--- config.mk ---
export PLATFORM = sky130hd
export DESIGN_NAME = systolic_scheduler
export DESIGN_NICKNAME = d
export VERILOG_FILES = /design/src/rtl/systolic_scheduler.sv
export SDC_FILE = /design/constraint.sdc
export NUM_CORES = 1
export LEC_CHECK = 0
export CORE_MARGIN = 3
export CORE_UTILIZATION = 40
export DETAILED_ROUTE_END_ITERATION = 8
export DONT_BUFFER_PORTS = 1
export SYNTH_ARGS = -nofsm -noshare
export SYNTH_HDL_FRONTEND = slang
export SYNTH_SLANG_ARGS = --single-unit
--- constraint.sdc ---
create_clock -name clk -period 4.2 [get_ports clk]
set_input_delay 0.84 -clock clk [delete_from_list [all_inputs] [get_ports clk]]
set_output_delay 0.84 -clock clk [all_outputs]
set_load 0.005 [all_outputs]
--- src/rtl/systolic_scheduler.sv ---
// systolic_scheduler
// Sequencing controller for an N x N systolic MAC array. A job clears the
// accumulators, streams skewed per-lane k indices to the A/B operand buffers,
// keeps the array enabled through the drain window, then pulses done.
//
// Ports:
//   clk          rising-edge clock
//   reset        synchronous, active-high; abandons any job
//   start        job request, sampled only in IDLE
//   k_len        inner dimension, latched when start is accepted
//   busy         high whenever not IDLE
//   done         one-cycle pulse once every PE holds its final result
//   array_clear  one-cycle accumulator clear at the start of a job
//   array_enable PE enable covering the fetch and drain window
//   lane_valid   bit i: lane i fetches a real operand this cycle
//   lane_k       lane i fetch index in bits [i*KW +: KW]
//
// state | meaning
// IDLE  | waiting for start
// CLEAR | one cycle, zero the accumulators
// FETCH | skewed operand fetch, k_len + 2(N-1) cycles
// DRAIN | DRAIN_CYCLES cycles for in-flight operands to accumulate
// DONE  | one cycle, results are final
module systolic_scheduler #(
  parameter int N            = 4,
  parameter int K_MAX        = 255,
  parameter int KW           = $clog2(K_MAX + 1),
  parameter int DRAIN_CYCLES = 3
) (
  input  logic            clk,
  input  logic            reset,
  input  logic            start,
  input  logic [KW-1:0]   k_len,
  output logic            busy,
  output logic            done,
  output logic            array_clear,
  output logic            array_enable,
  output logic [N-1:0]    lane_valid,
  output logic [N*KW-1:0] lane_k
);

  // Fetch counter must reach K_MAX + 2(N-1) - 1 without wrapping.
  localparam int FW         = $clog2(K_MAX + 2*(N-1) + 1);
  localparam int DW         = (DRAIN_CYCLES > 0) ? $clog2(DRAIN_CYCLES + 1) : 1;
  localparam int DRAIN_LOAD = (DRAIN_CYCLES > 0) ? DRAIN_CYCLES - 1 : 0;
  localparam logic [FW-1:0] SKEW = FW'(2*(N-1));

  typedef enum logic [2:0] {
    IDLE,
    CLEAR,
    FETCH,
    DRAIN,
    DONE
  } state_t;

  state_t          state, next_state;
  logic [KW-1:0]   k_len_q;
  logic [FW-1:0]   t;
  logic [DW-1:0]   drain_cnt;
  logic            enable_d, enable_q;
  logic            fetch_last;

  assign fetch_last   = (t == FW'(k_len_q) + SKEW - FW'(1));
  assign array_enable = enable_q;

  always_ff @(posedge clk) begin
    if (reset) begin
      state     <= IDLE;
      k_len_q   <= '0;
      t         <= '0;
      drain_cnt <= '0;
      enable_q  <= 1'b0;
    end else begin
      state    <= next_state;
      enable_q <= enable_d;
      if (state == IDLE && start)
        k_len_q <= k_len;
      if (state == FETCH)
        t <= t + FW'(1);
      else
        t <= '0;
      // Down-counter preloaded outside DRAIN; terminal count is zero.
      if (state == DRAIN)
        drain_cnt <= drain_cnt - DW'(1);
      else
        drain_cnt <= DW'(DRAIN_LOAD);
    end
  end

  always_comb begin
    next_state  = state;
    busy        = (state != IDLE);
    done        = (state == DONE);
    array_clear = (state == CLEAR);
    lane_valid  = '0;
    lane_k      = '0;

    unique case (state)
      IDLE:  if (start) next_state = CLEAR;
      CLEAR: next_state = (k_len_q != '0) ? FETCH : DONE;
      FETCH: if (fetch_last) next_state = (DRAIN_CYCLES > 0) ? DRAIN : DONE;
      DRAIN: if (drain_cnt == '0) next_state = DONE;
      DONE:  next_state = IDLE;
      default: next_state = IDLE;
    endcase

    // Enable is the registered window, but it is dropped on the edge into
    // DONE so the PEs are never enabled while done is reported.
    enable_d = (state == FETCH || state == DRAIN) &&
               (next_state == FETCH || next_state == DRAIN);

    // Lane i lags lane 0 by i cycles; it is valid for k_len cycles.
    if (state == FETCH) begin
      for (int i = 0; i < N; i++) begin
        if (t >= FW'(i) && (t - FW'(i)) < FW'(k_len_q)) begin
          lane_valid[i]        = 1'b1;
          lane_k[i*KW +: KW]   = KW'(t - FW'(i));
        end
      end
    end
  end

endmodule

==> reports/qor.csv <==
stage,metric,value,unit
run_status,result_of_the_run,"finished, final reports clean",
worst_setup_path,timing.rr.start,state[1]$_SDFF_PP0_,
place,placer_congestion,0.826,
yosys,synthDistinctLibCells,52,
global_routing,antenna_found_initial,0,
yosys,mappedNetlistNets,381,
sta,final-max-slew-violation-count,0,
drt,wl_per_cell,16.6,um
sta,period_needed,3800,ps
clock_tree,ctsRootBufferMaster,sky130_fd_sc_hd__clkbuf_8,
layout,diodes,0,
global_routing,grt_max_degree,16,
sta,max_slew.worst_pin.slew,782,ps
power,vdd_drop_max,0.169,mV
worst_setup_path,crit_type,flop to output port,
global_routing,first_global_vias,2066,
drt,drt-pass1-iter-count,4,
place,hpwl,4.97,mm
floorplan,floorplan.io_pins,51,
worst_setup_path,crit_path_max_incr_delay,450,ps
drt,viasPerCell,5.67,
layout,design.final.nets,372,
sta,unrepaired_setup_endpoints_after_global_routing,no,
yosys,synth.top_cell.area_share,19.6,%
floorplan,die-width,86.9,um
yosys,synth_cells,329,
floorplan,row_count,28,
sta,clock_skew,5.43,ps
sta,tns,0,ps
drt,drt_iter0_drcs,137,
sta,max_clock_freq,263,MHz
floorplan,design.core.area,6130,um2
worst_setup_path,critical_path.endpoint_type,output port,
yosys,combined_area_of_all_synthesized_cells,2620,um2
yosys,count_of_flip_flops_with_a_built_in_enable_after_synthesis,0,
sta,setup_viol,0,
place,io_port_bufs,0,
yosys,postSynthRegisterBits,23,
global_routing,globalRoute.totalOverflow,0,
yosys,ys_async_sr_fraction,0,%
hold_path,min_from,drain_cnt[0]$_SDFF_PP0_,
layout,post_route_cells_drive_above_1_share,8.15,%
drt,remaining_drc_errors,0,
sta,slew_headroom,47.5,%
yosys,synth_area_leader_cell,sky130_fd_sc_hd__ha_1,
worst_setup_path,critical_path.startpoint_type,flop,
drt,total_routed_wirelength,6.55,mm
worst_setup_path,critical-path-slowest-cell,sky130_fd_sc_hd__nor3b_1,
hold_path,min-delay-path-class,flop to flop,
sta,postLayoutSetupSlackWorst,404,ps
power,leakage_power,1.02,nW
yosys,synth_ff_type,sky130_fd_sc_hd__dfxtp_1,
clock_tree,cts_tree,built,
yosys,seq_area_frac_synth,17.6,%
floorplan,floorplan.initialDensity,42.7,%
worst_setup_path,crit_arrival,2960,ps
clock_tree,clock_sinks,23,
place,dp_worst_setup_slack,547,ps
floorplan,die_area,7540,um2
clock_tree,clock_path_buffers,2,
yosys,synth.avg_cell_area,7.95,um2
worst_setup_path,timing.critical_path.fanout_max,9,
yosys,synth-warning-count,0,
clock_tree,cts-buffers-inserted,3,
global_routing,global_route.usage.total,17.7,%
flow_run,timing.max_cap.violations,0,
worst_setup_path,worst_setup_path_startpoint,t[2]$_SDFF_PP0_,
worst_setup_path,crit_required,3360,ps
clock_tree,cts.clk_slew.worst_paths,90,ps
drt,number_of_antenna_violating_nets_in_the_routed_design,0,
global_routing,wire_length_of_the_first_global_routing_pass,10.7,mm
clock_tree,cts_setup_buffers,0,
worst_setup_path,worstPathCellList,inv_1 > ha_1 > nor3b_1 > nand2_1 > xnor2_1 > ha_1 > a211oi_1 > a21oi_2 > nor3_1,
yosys,synth.top_cells.by_area,"sky130_fd_sc_hd__ha_1 (20%), sky130_fd_sc_hd__dfxtp_1 (18%), sky130_fd_sc_hd__xor2_1 (6.4%)",
floorplan,floorplan.die.height,86.9,um
sta,min_period_over_period,90.4,%
drt,num_vias,2235,
clock_tree,worstSkewPairLatency,270,ps
layout,area.growth.synth_to_final,2.92,%
sta,hold_violations,0,
worst_setup_path,crit_top_cell,sky130_fd_sc_hd__ha_1,
power,power_per_cell_area,197,nW/um2
clock_tree,clock_tree.htree_level_count,1,
-- cell families after synthesis --
| kind of cell | after synthesis | synth area share (%) |
|---|---|---|
| simple gates | 137 | 30.3 |
| buf+inv | 37 | 6.60 |
| mux | 1 | 0.431 |
| xor+xnor | 31 | 10.4 |
| fa+ha+maj | 41 | 19.6 |
| flops | 23 | 17.6 |
| compound gates | 59 | 15.0 |
-- layer usage --
layer  GRT usage, %  vias up  routed length [um]
met2           29.3       59                2950
met3           1.99        4                 371
met1           25.1     1031                3200
met4           2.69        0                  32
li1               -     1141                   -
met5              0        -                   0
-- worst paths after layout --
check,end,depth (start not counted),slack [ps]
worst max-delay path,lane_k[9],9,400
worst min-delay path,drain_cnt[0]$_SDFF_PP0_,1,430
worst max register to register,state[0]$_SDFF_PP0_,5,2140
worst min register to register,drain_cnt[0]$_SDFF_PP0_,1,430
-- layout by cell type (no fill, tap or decap), types with 9 or more instances in the layout --
master                    instances
sky130_fd_sc_hd__a21oi_1         20
sky130_fd_sc_hd__and2_1           9
sky130_fd_sc_hd__dfxtp_1         23
sky130_fd_sc_hd__ha_1            41
sky130_fd_sc_hd__inv_1           18
sky130_fd_sc_hd__nand2_1         35
sky130_fd_sc_hd__nor2_1          20
sky130_fd_sc_hd__nor3_1          16
sky130_fd_sc_hd__nor3b_1         10
sky130_fd_sc_hd__xnor2_1         12
sky130_fd_sc_hd__xor2_1          19
-- report_power, final --
part / internal, mW / switching [mW]
Clock: 0.0663 / 0.0745
Sequential: 0.228 / 0.0178
Combinational: 0.0572 / 0.0867
Total: 0.352 / 0.179
-- flip-flops by register name, indices dropped and copies added, names as in the netlist --
signal	cells
drain_cnt	2
array_enable	1
k_len_q	8
state	3
t	9
-- critical path: cells and delay by family, from the launching register on --
family                     cells  cell delay (ps)
AOI/OAI and AO/OA              2              500
adders and majority gates      2              580
DFF                            1              390
and+or+nand+nor                3              870
buffers and inverters          1              180
xor gates and xnor gates       1              170
-- cells in the mapped netlist (2+ instances only) --
cell type                   n
sky130_fd_sc_hd__clkbuf_1   9
sky130_fd_sc_hd__and2_1     9
sky130_fd_sc_hd__o221ai_1   2
sky130_fd_sc_hd__nand2b_1   2
sky130_fd_sc_hd__o211ai_1   4
sky130_fd_sc_hd__o21ai_0    6
sky130_fd_sc_hd__or3_1      5
sky130_fd_sc_hd__nor4_1     5
sky130_fd_sc_hd__a31oi_1    2
sky130_fd_sc_hd__a211oi_1   4
sky130_fd_sc_hd__nand4_1    4
sky130_fd_sc_hd__buf_2      6
sky130_fd_sc_hd__ha_1      41
sky130_fd_sc_hd__nor4b_1    6
sky130_fd_sc_hd__or2_1      2
sky130_fd_sc_hd__buf_6      3
sky130_fd_sc_hd__a211o_1    2
sky130_fd_sc_hd__nor3b_1   10
sky130_fd_sc_hd__nand3_1    4
sky130_fd_sc_hd__a21oi_1   21
sky130_fd_sc_hd__nand2_1   35
sky130_fd_sc_hd__xnor2_1   12
sky130_fd_sc_hd__o21a_1     6
sky130_fd_sc_hd__inv_1     18
sky130_fd_sc_hd__nor2_1    20
sky130_fd_sc_hd__nor3_1    16
sky130_fd_sc_hd__nor3b_2    6
sky130_fd_sc_hd__dfxtp_1   23
sky130_fd_sc_hd__a21o_1     2
sky130_fd_sc_hd__nor2b_1    4
sky130_fd_sc_hd__xor2_1    19
-- area by class of cell --
class	instances	area, um2
Fill cell	625	3440
Clock inverter	1	5.00
Inverter	18	67.6
Clock buffer	3	41.3
Tap cell	75	93.8
Sequential cell	23	460
Timing Repair Buffer	5	37.5
Multi-Input combinational cell	269	1990
-- stage by stage --
stage | std cells | power [mW] | cell area (um2) | hold slack [ps] | utilization [%]
finish | 394 | 0.531 | 2690 | 434 | 43.9
global route | 394 | 0.569 | 2690 | 455 | 43.9
CTS | 394 | 0.536 | 2690 | 432 | 43.8
detailed placement | 390 | 0.394 | 2640 | 412 | 43.1
global placement | 390 | 0.391 | 2640 | 412 | 43.1
floorplan | 329 | 0.362 | 2620 | 398 | -
-- what timing repair did --
action / in CTS / in global routing
gates resized for setup: 0 / 1
endpoints found under the setup margin: 0 / 9
hold buffers: 0 / 0
(Power assumes the default switching activity.)
